### src/rtl/serial_frame_deser.sv
// -----------------------------------------------------------------------------
// serial_frame_deser
//   Serial-to-parallel frame receiver. Looks for a SYNC pattern in the serial
//   stream, then collects WIDTH payload bits MSB-first. The completed word is
//   presented on data_out with a single-cycle valid pulse. A modulo-256 count
//   of completed frames is kept.
//
// Ports
//   clk        in   1       system clock, rising edge
//   reset      in   1       asynchronous, active-high reset
//   en         in   1       bit-sample enable
//   d          in   1       serial data in
//   data_out   out  WIDTH   last complete payload word, MSB = first bit received
//   valid      out  1       one-cycle pulse when data_out is updated
//   busy       out  1       high while collecting payload
//   frame_cnt  out  8       completed frame count, modulo 256
//
// States
//   state | meaning
//   HUNT  | sliding search for SYNC_PAT in the incoming bits
//   SHIFT | collecting WIDTH payload bits
// -----------------------------------------------------------------------------
module serial_frame_deser #(
    parameter int                WIDTH    = 8,
    parameter int                SYNC_W   = 4,
    parameter logic [SYNC_W-1:0] SYNC_PAT = 4'b1011
) (
    input  logic             clk,
    input  logic             reset,
    input  logic             en,
    input  logic             d,
    output logic [WIDTH-1:0] data_out,
    output logic             valid,
    output logic             busy,
    output logic [7:0]       frame_cnt
);

    localparam int CNT_W = (WIDTH > 2) ? $clog2(WIDTH) : 1;

    typedef enum logic {HUNT = 1'b0, SHIFT = 1'b1} state_t;

    state_t             state_q,     state_d;
    logic [SYNC_W-1:0]  hunt_sr_q,   hunt_sr_d;
    logic [WIDTH-1:0]   pay_sr_q,    pay_sr_d;
    logic [CNT_W-1:0]   bit_cnt_q,   bit_cnt_d;
    logic [WIDTH-1:0]   data_out_q,  data_out_d;
    logic               valid_q,     valid_d;
    logic               busy_q,      busy_d;
    logic [7:0]         frame_cnt_q, frame_cnt_d;

    logic [SYNC_W-1:0]  hunt_next;
    logic [WIDTH-1:0]   pay_next;
    logic               sync_hit;
    logic               last_bit;

    assign hunt_next = {hunt_sr_q[SYNC_W-2:0], d};
    assign pay_next  = {pay_sr_q[WIDTH-2:0], d};
    assign sync_hit  = (hunt_next == SYNC_PAT);
    assign last_bit  = (bit_cnt_q == CNT_W'(WIDTH - 1));

    // State and datapath registers
    always_ff @(posedge clk or posedge reset) begin
        if (reset) begin
            state_q     <= HUNT;
            hunt_sr_q   <= '0;
            pay_sr_q    <= '0;
            bit_cnt_q   <= '0;
            data_out_q  <= '0;
            valid_q     <= 1'b0;
            busy_q      <= 1'b0;
            frame_cnt_q <= '0;
        end else begin
            state_q     <= state_d;
            hunt_sr_q   <= hunt_sr_d;
            pay_sr_q    <= pay_sr_d;
            bit_cnt_q   <= bit_cnt_d;
            data_out_q  <= data_out_d;
            valid_q     <= valid_d;
            busy_q      <= busy_d;
            frame_cnt_q <= frame_cnt_d;
        end
    end

    // Next-state logic
    always_comb begin
        state_d = state_q;
        if (en) begin
            if (state_q == HUNT) begin
                if (sync_hit) state_d = SHIFT;
            end else begin
                if (last_bit) state_d = HUNT;
            end
        end
    end

    // Output / datapath next values
    always_comb begin
        hunt_sr_d   = hunt_sr_q;
        pay_sr_d    = pay_sr_q;
        bit_cnt_d   = bit_cnt_q;
        data_out_d  = data_out_q;
        valid_d     = 1'b0;
        busy_d      = busy_q;
        frame_cnt_d = frame_cnt_q;
        if (en) begin
            if (state_q == HUNT) begin
                hunt_sr_d = hunt_next;
                if (sync_hit) begin
                    bit_cnt_d = '0;
                    busy_d    = 1'b1;
                end
            end else begin
                pay_sr_d  = pay_next;
                bit_cnt_d = bit_cnt_q + 1'b1;
                if (last_bit) begin
                    data_out_d  = pay_next;
                    valid_d     = 1'b1;
                    frame_cnt_d = frame_cnt_q + 8'd1;
                    busy_d      = 1'b0;
                    // Each frame needs a fresh sync; forget the old match.
                    hunt_sr_d   = '0;
                    bit_cnt_d   = '0;
                end
            end
        end
    end

    assign data_out  = data_out_q;
    assign valid     = valid_q;
    assign busy      = busy_q;
    assign frame_cnt = frame_cnt_q;

endmodule

### config.mk
export PLATFORM = sky130hd
export DESIGN_NAME = serial_frame_deser
export DESIGN_NICKNAME = d
export VERILOG_FILES = /design/src/rtl/serial_frame_deser.sv
export SDC_FILE = /design/constraint.sdc
export NUM_CORES = 1
export LEC_CHECK = 0
export CELL_PAD_IN_SITES_DETAIL_PLACEMENT = 1
export CELL_PAD_IN_SITES_GLOBAL_PLACEMENT = 1
export CORE_ASPECT_RATIO = 1.75
export CORE_UTILIZATION = 41
export CTS_CLUSTER_DIAMETER = 80
export CTS_CLUSTER_SIZE = 12
export DETAILED_ROUTE_END_ITERATION = 6
export GPL_TIMING_DRIVEN = 0
export PLACE_DENSITY_LB_ADDON = 0.1
export SETUP_SLACK_MARGIN = 0.02
export SLEW_MARGIN = 30
export SYNTH_ARGS = -nofsm -noshare
export SYNTH_HDL_FRONTEND = slang
export SYNTH_SLANG_ARGS = --single-unit
### constraint.sdc
create_clock -name clk -period 1.43 [get_ports clk]
set_input_delay 0.286 -clock clk [delete_from_list [all_inputs] [get_ports clk]]
set_output_delay 0.286 -clock clk [all_outputs]
set_load 0.01 [all_outputs]
-- Yosys cells after proc, flatten, opt, wreduce, memory -nomap -nowiden
Cells that the tools add are included.
- register bits: 32
- bits in latches: 0
- RAM bits: 0
- bits in read-only memories: 0
- logic and storage cells: 33
- memories: 0
- add/sub/neg operators: 2
- multipliers: 0
- divide/modulo/power cells: 0
- magnitude comparators: 0
- equality and inequality tests: 3
- shifts and indexed selects: 0
- mux-type cells: 14
- bitwise operators: 0
- reductions and logical operators: 6
- operator list (operator ; count):
    $mux W3 ; 5
    $mux W1 ; 9
    $add A8 B1 Y8 const B ; 1
    $reduce_and A2 Y1 ; 3
    $reduce_and A3 Y1 ; 2
    $eq A4 B4 Y1 const B ; 1
    $add A3 B1 Y3 const B ; 1
    $eq A3 B3 Y1 const B ; 1
    $ne A2 B1 Y1 const B ; 1
    $reduce_bool A2 Y1 ; 1

-- Longest topological paths before layout
- depth after elaboration: 4
- gate-level depth with buffers: 7
- gate-level depth less buffers: 6

-- Worst setup path before layout
No wires, ideal clock.
- path kind: register -> register
- start point: register bit_cnt_q[0]
- end point: register data_out_q[0], in the netlist data_out[0]
- arrival time: 1.165 ns
- required time: 1.313 ns
- slack: 0.148 ns
- stages on the path, launching flop included: 8
- path buffers: 1
- cells stage by stage: dfrtp_1 > ha_1 > ha_1 > nand3_2 > inv_2 > buf_2 > nand2_1 > nand2_1
- longest elaborated chain between the ends: 2
- ends and longest elaborated chain (what ; line ; source):
    from (decl) ; 45 ; logic [CNT_W-1:0] bit_cnt_q, bit_cnt_d;
    from (signal assigned) ; 76 ; bit_cnt_q <= bit_cnt_d;
    $eq A3 B3 Y1 ; 59 ; assign last_bit = (bit_cnt_q == CNT_W'(WIDTH - 1));
    $reduce_and A3 Y1 (no source line) ; n/a ;
    to (signal assigned) ; 77 ; data_out_q <= data_out_d;
    to (decl) ; 46 ; logic [WIDTH-1:0] data_out_q, data_out_d;
No other way between the ends.
A chain may end at the register's enable or synchronous reset.

-- Worst setup path after layout
- start point: register bit_cnt_q[1]
- end point: register frame_cnt_q[5], in the netlist frame_cnt[5]
- longest elaborated chain between the ends: 2
- ends and longest elaborated chain (what ; line ; source):
    $eq A3 B3 Y1 ; 59 ;
    $reduce_and A3 Y1 (no source line) ; n/a ;
    to (signal assigned) ; 80 ; frame_cnt_q <= frame_cnt_d;
    to (decl) ; 49 ; logic [7:0] frame_cnt_q, frame_cnt_d;
No other way between the ends.

==> results_dict.tcl <==
set metrics [dict create \
    core_um2 3140 \
    hp-class "input port to register" \
    yosys_warnings 0 \
    synth_cell_types 26 \
    final_area_um2 1740 \
    cts_root_buffer "clkbuf_8" \
    postRouteAntennaNets 0 \
    die_w_um 45.2 \
    relSlewSlack_pct 54.9 \
    path_class "register to register" \
    place_ws_ps -166 \
    avgSynthCellArea_um2 11.9 \
    hold_depth 2 \
    async_flop_share_pct 100 \
    cap_viol_max_count 0 \
    rows 27 \
    diodes 0 \
    grt_busiest_layer "met2" \
    antenna_found_initial 0 \
    min_period_ps 1350 \
    drive_gt1_share_pct 21.8 \
    globalRouteMet3Util_pct 5.58 \
    utilization_pct 55.4 \
    maxSlewViolCount 0 \
    cts.sinks 32 \
    syn_inst 113 \
    power_density_nw_per_um2 1720 \
    synthFlopType "dfrtp_1" \
    grt_overflow_total 0 \
    clk_pin_slew_ps 60 \
    synth_top_area_share_pct 59.7 \
    syn2layout_area_growth_pct 29.9 \
    fp.dieArea_um2 3510 \
    timing.final.crit_share_pct 94.1 \
    status "finished clean" \
    p_leak_uw 0.000957 \
    clk_path_buf_depth 2 \
    grt_pass1_wl_um 4660 \
    cts_hold_buf 0 \
    clk_latency_ps 280 \
    synth_nets 121 \
    numCtsBuffers 5 \
    routabilityCongestion 0.677 \
    synthTopCellsByArea "dfrtp_1 (60%), nand2_1 (8.4%), mux2_4 (7.8%)" \
    synth_edf_count 0 \
    cp.arrival_ps 1560 \
    clock_skew_ps 3.06 \
    drt_iter0_markers 17 \
    crit_fanout 3 \
    worst_slew_pin_slew_ps 676 \
    htree_num_levels 2 \
    r2r_cells 5 \
    worstPathRequired_ps 1640 \
    start_kind "register" \
    use_met2_pct 29.7 \
    ys_seq_elements 32 \
    yosysMostFrequentCell "dfrtp_1" \
    ios 22 \
    start_util_pct 42.7 \
    first_global_vias 996 \
    routed_wl_um 2820 \
    rsz0062_at_grt "true" \
    dr.pass1.iters 4 \
    cts_tree "yes" \
    vdd_drop_max_mv 0.879 \
    fp.dieH_um 77.7 \
    synthTopCellsByCount "dfrtp_1 (32), nand2_1 (30), mux2_4 (7)" \
    vias_per_cell 5.05 \
    use_met1_pct 21.4 \
    setup_ws_ps 84.4 \
    port_buffers 20 \
    setup_viol 0 \
    post_dp_cell_area_um2 1600 \
    wl_per_cell_um 14.8 \
    fin_nets 154 \
    netlist.top_cell.by_area "dfrtp_1" \
    drc 0 \
    end_kind "register" \
    yosysSeqAreaShare_pct 59.7 \
    netlist_area_um2 1340 \
    hold_viol_final 0 \
    hpwl_um 1850 \
    hold_ws_ps 319 \
    vias 960 \
    fmax_mhz 743 \
    grt_max_degree 33 \
    grtUsageTotal_pct 18.3 \
]
registers in the layout, indices dropped and copies added (netlist names):
name       count
data_out       8
state_q        1
bit_cnt_q      3
valid          1
hunt_sr_q      3
pay_sr_q       7
frame_cnt      8
busy           1
path summary, 6_finish.rpt:
path | from | slack, ps | end
max | bit_cnt_q[1]$_DFFE_PP0P_ | 80 | frame_cnt[5]$_DFFE_PP0P_
min | en | 320 | busy$_DFFE_PP0P_
max reg2reg | bit_cnt_q[1]$_DFFE_PP0P_ | 80 | frame_cnt[5]$_DFFE_PP0P_
min reg2reg | data_out[5]$_DFFE_PP0P_ | 470 | data_out[5]$_DFFE_PP0P_
max in group asynchronous | reset | 570 | data_out[4]$_DFFE_PP0P_
min in group asynchronous | reset | 430 | hunt_sr_q[2]$_DFFE_PP0P_
area by class of cell:
cell class,count,area (µm²)
fillers,345,1400
flip-flops and latches,32,801
multi-input cells,74,528
repair buffers,26,223
clock buffers,8,90.1
well taps,43,53.8
plain buffers,4,35.0
inverters,3,11.3
placed cells by master, fill, tap and decap left out, types with 2 or more instances in the layout:
| cell | count |
|---|---|
| buf_4 | 6 |
| mux2_4 | 7 |
| o21ai_0 | 2 |
| nor2_1 | 2 |
| clkbuf_1 | 2 |
| a22o_1 | 4 |
| dfrtp_1 | 32 |
| nor3_2 | 2 |
| buf_6 | 2 |
| xnor2_1 | 4 |
| xor2_1 | 3 |
| inv_2 | 2 |
| a31oi_1 | 2 |
| clkdlybuf4s50_1 | 2 |
| clkbuf_8 | 6 |
| dlygate4sd2_1 | 18 |
| nand4_1 | 4 |
| ha_1 | 2 |
| nand2_1 | 30 |
critical path, cell delays in order (launching register included):
cell and delay [ps]:
dfrtp_1 360, ha_2 210, ha_4 140, nand4_1 180, nor3_2 230, xor2_1 150
metrics by stage:
stage               total power (µW)  cells  setup TNS (ps)
floorplan                       1950    113               0
global placement                2250    176          -10300
detailed placement              2310    176            -281
CTS                             2990    189               0
global route                    3180    190           -20.1
finish                          3000    190               0
logic make-up after synthesis:
family	Yosys count	share of synthesized area, %
AOI/OAI and AO/OA	10	5.22
xor gates and xnor gates	7	4.57
adders and majority gates	4	3.73
buffers and inverters	7	2.80
DFF	32	59.7
muxes	8	8.68
and+or+nand+nor	45	15.3
per-layer routing:
layer,wire length [µm],up-vias
met5,0,-
met3,84,7
met1,1160,489
met2,1510,22
met4,58,0
li1,-,442
repair_timing:
action	CTS	global route
pin swaps	0	5
buffers inserted	5	1
gates resized for setup	19	7
endpoints found under the setup margin	27	14
power by group:
group          leakage, µW  internal, µW  switching [µW]  total (µW)
sequential        0.000421          1190             223        1420
combinational     0.000491           502             363         865
clock            0.0000455           392             327         719
Note: power is estimated with default switching activity, not from simulation.
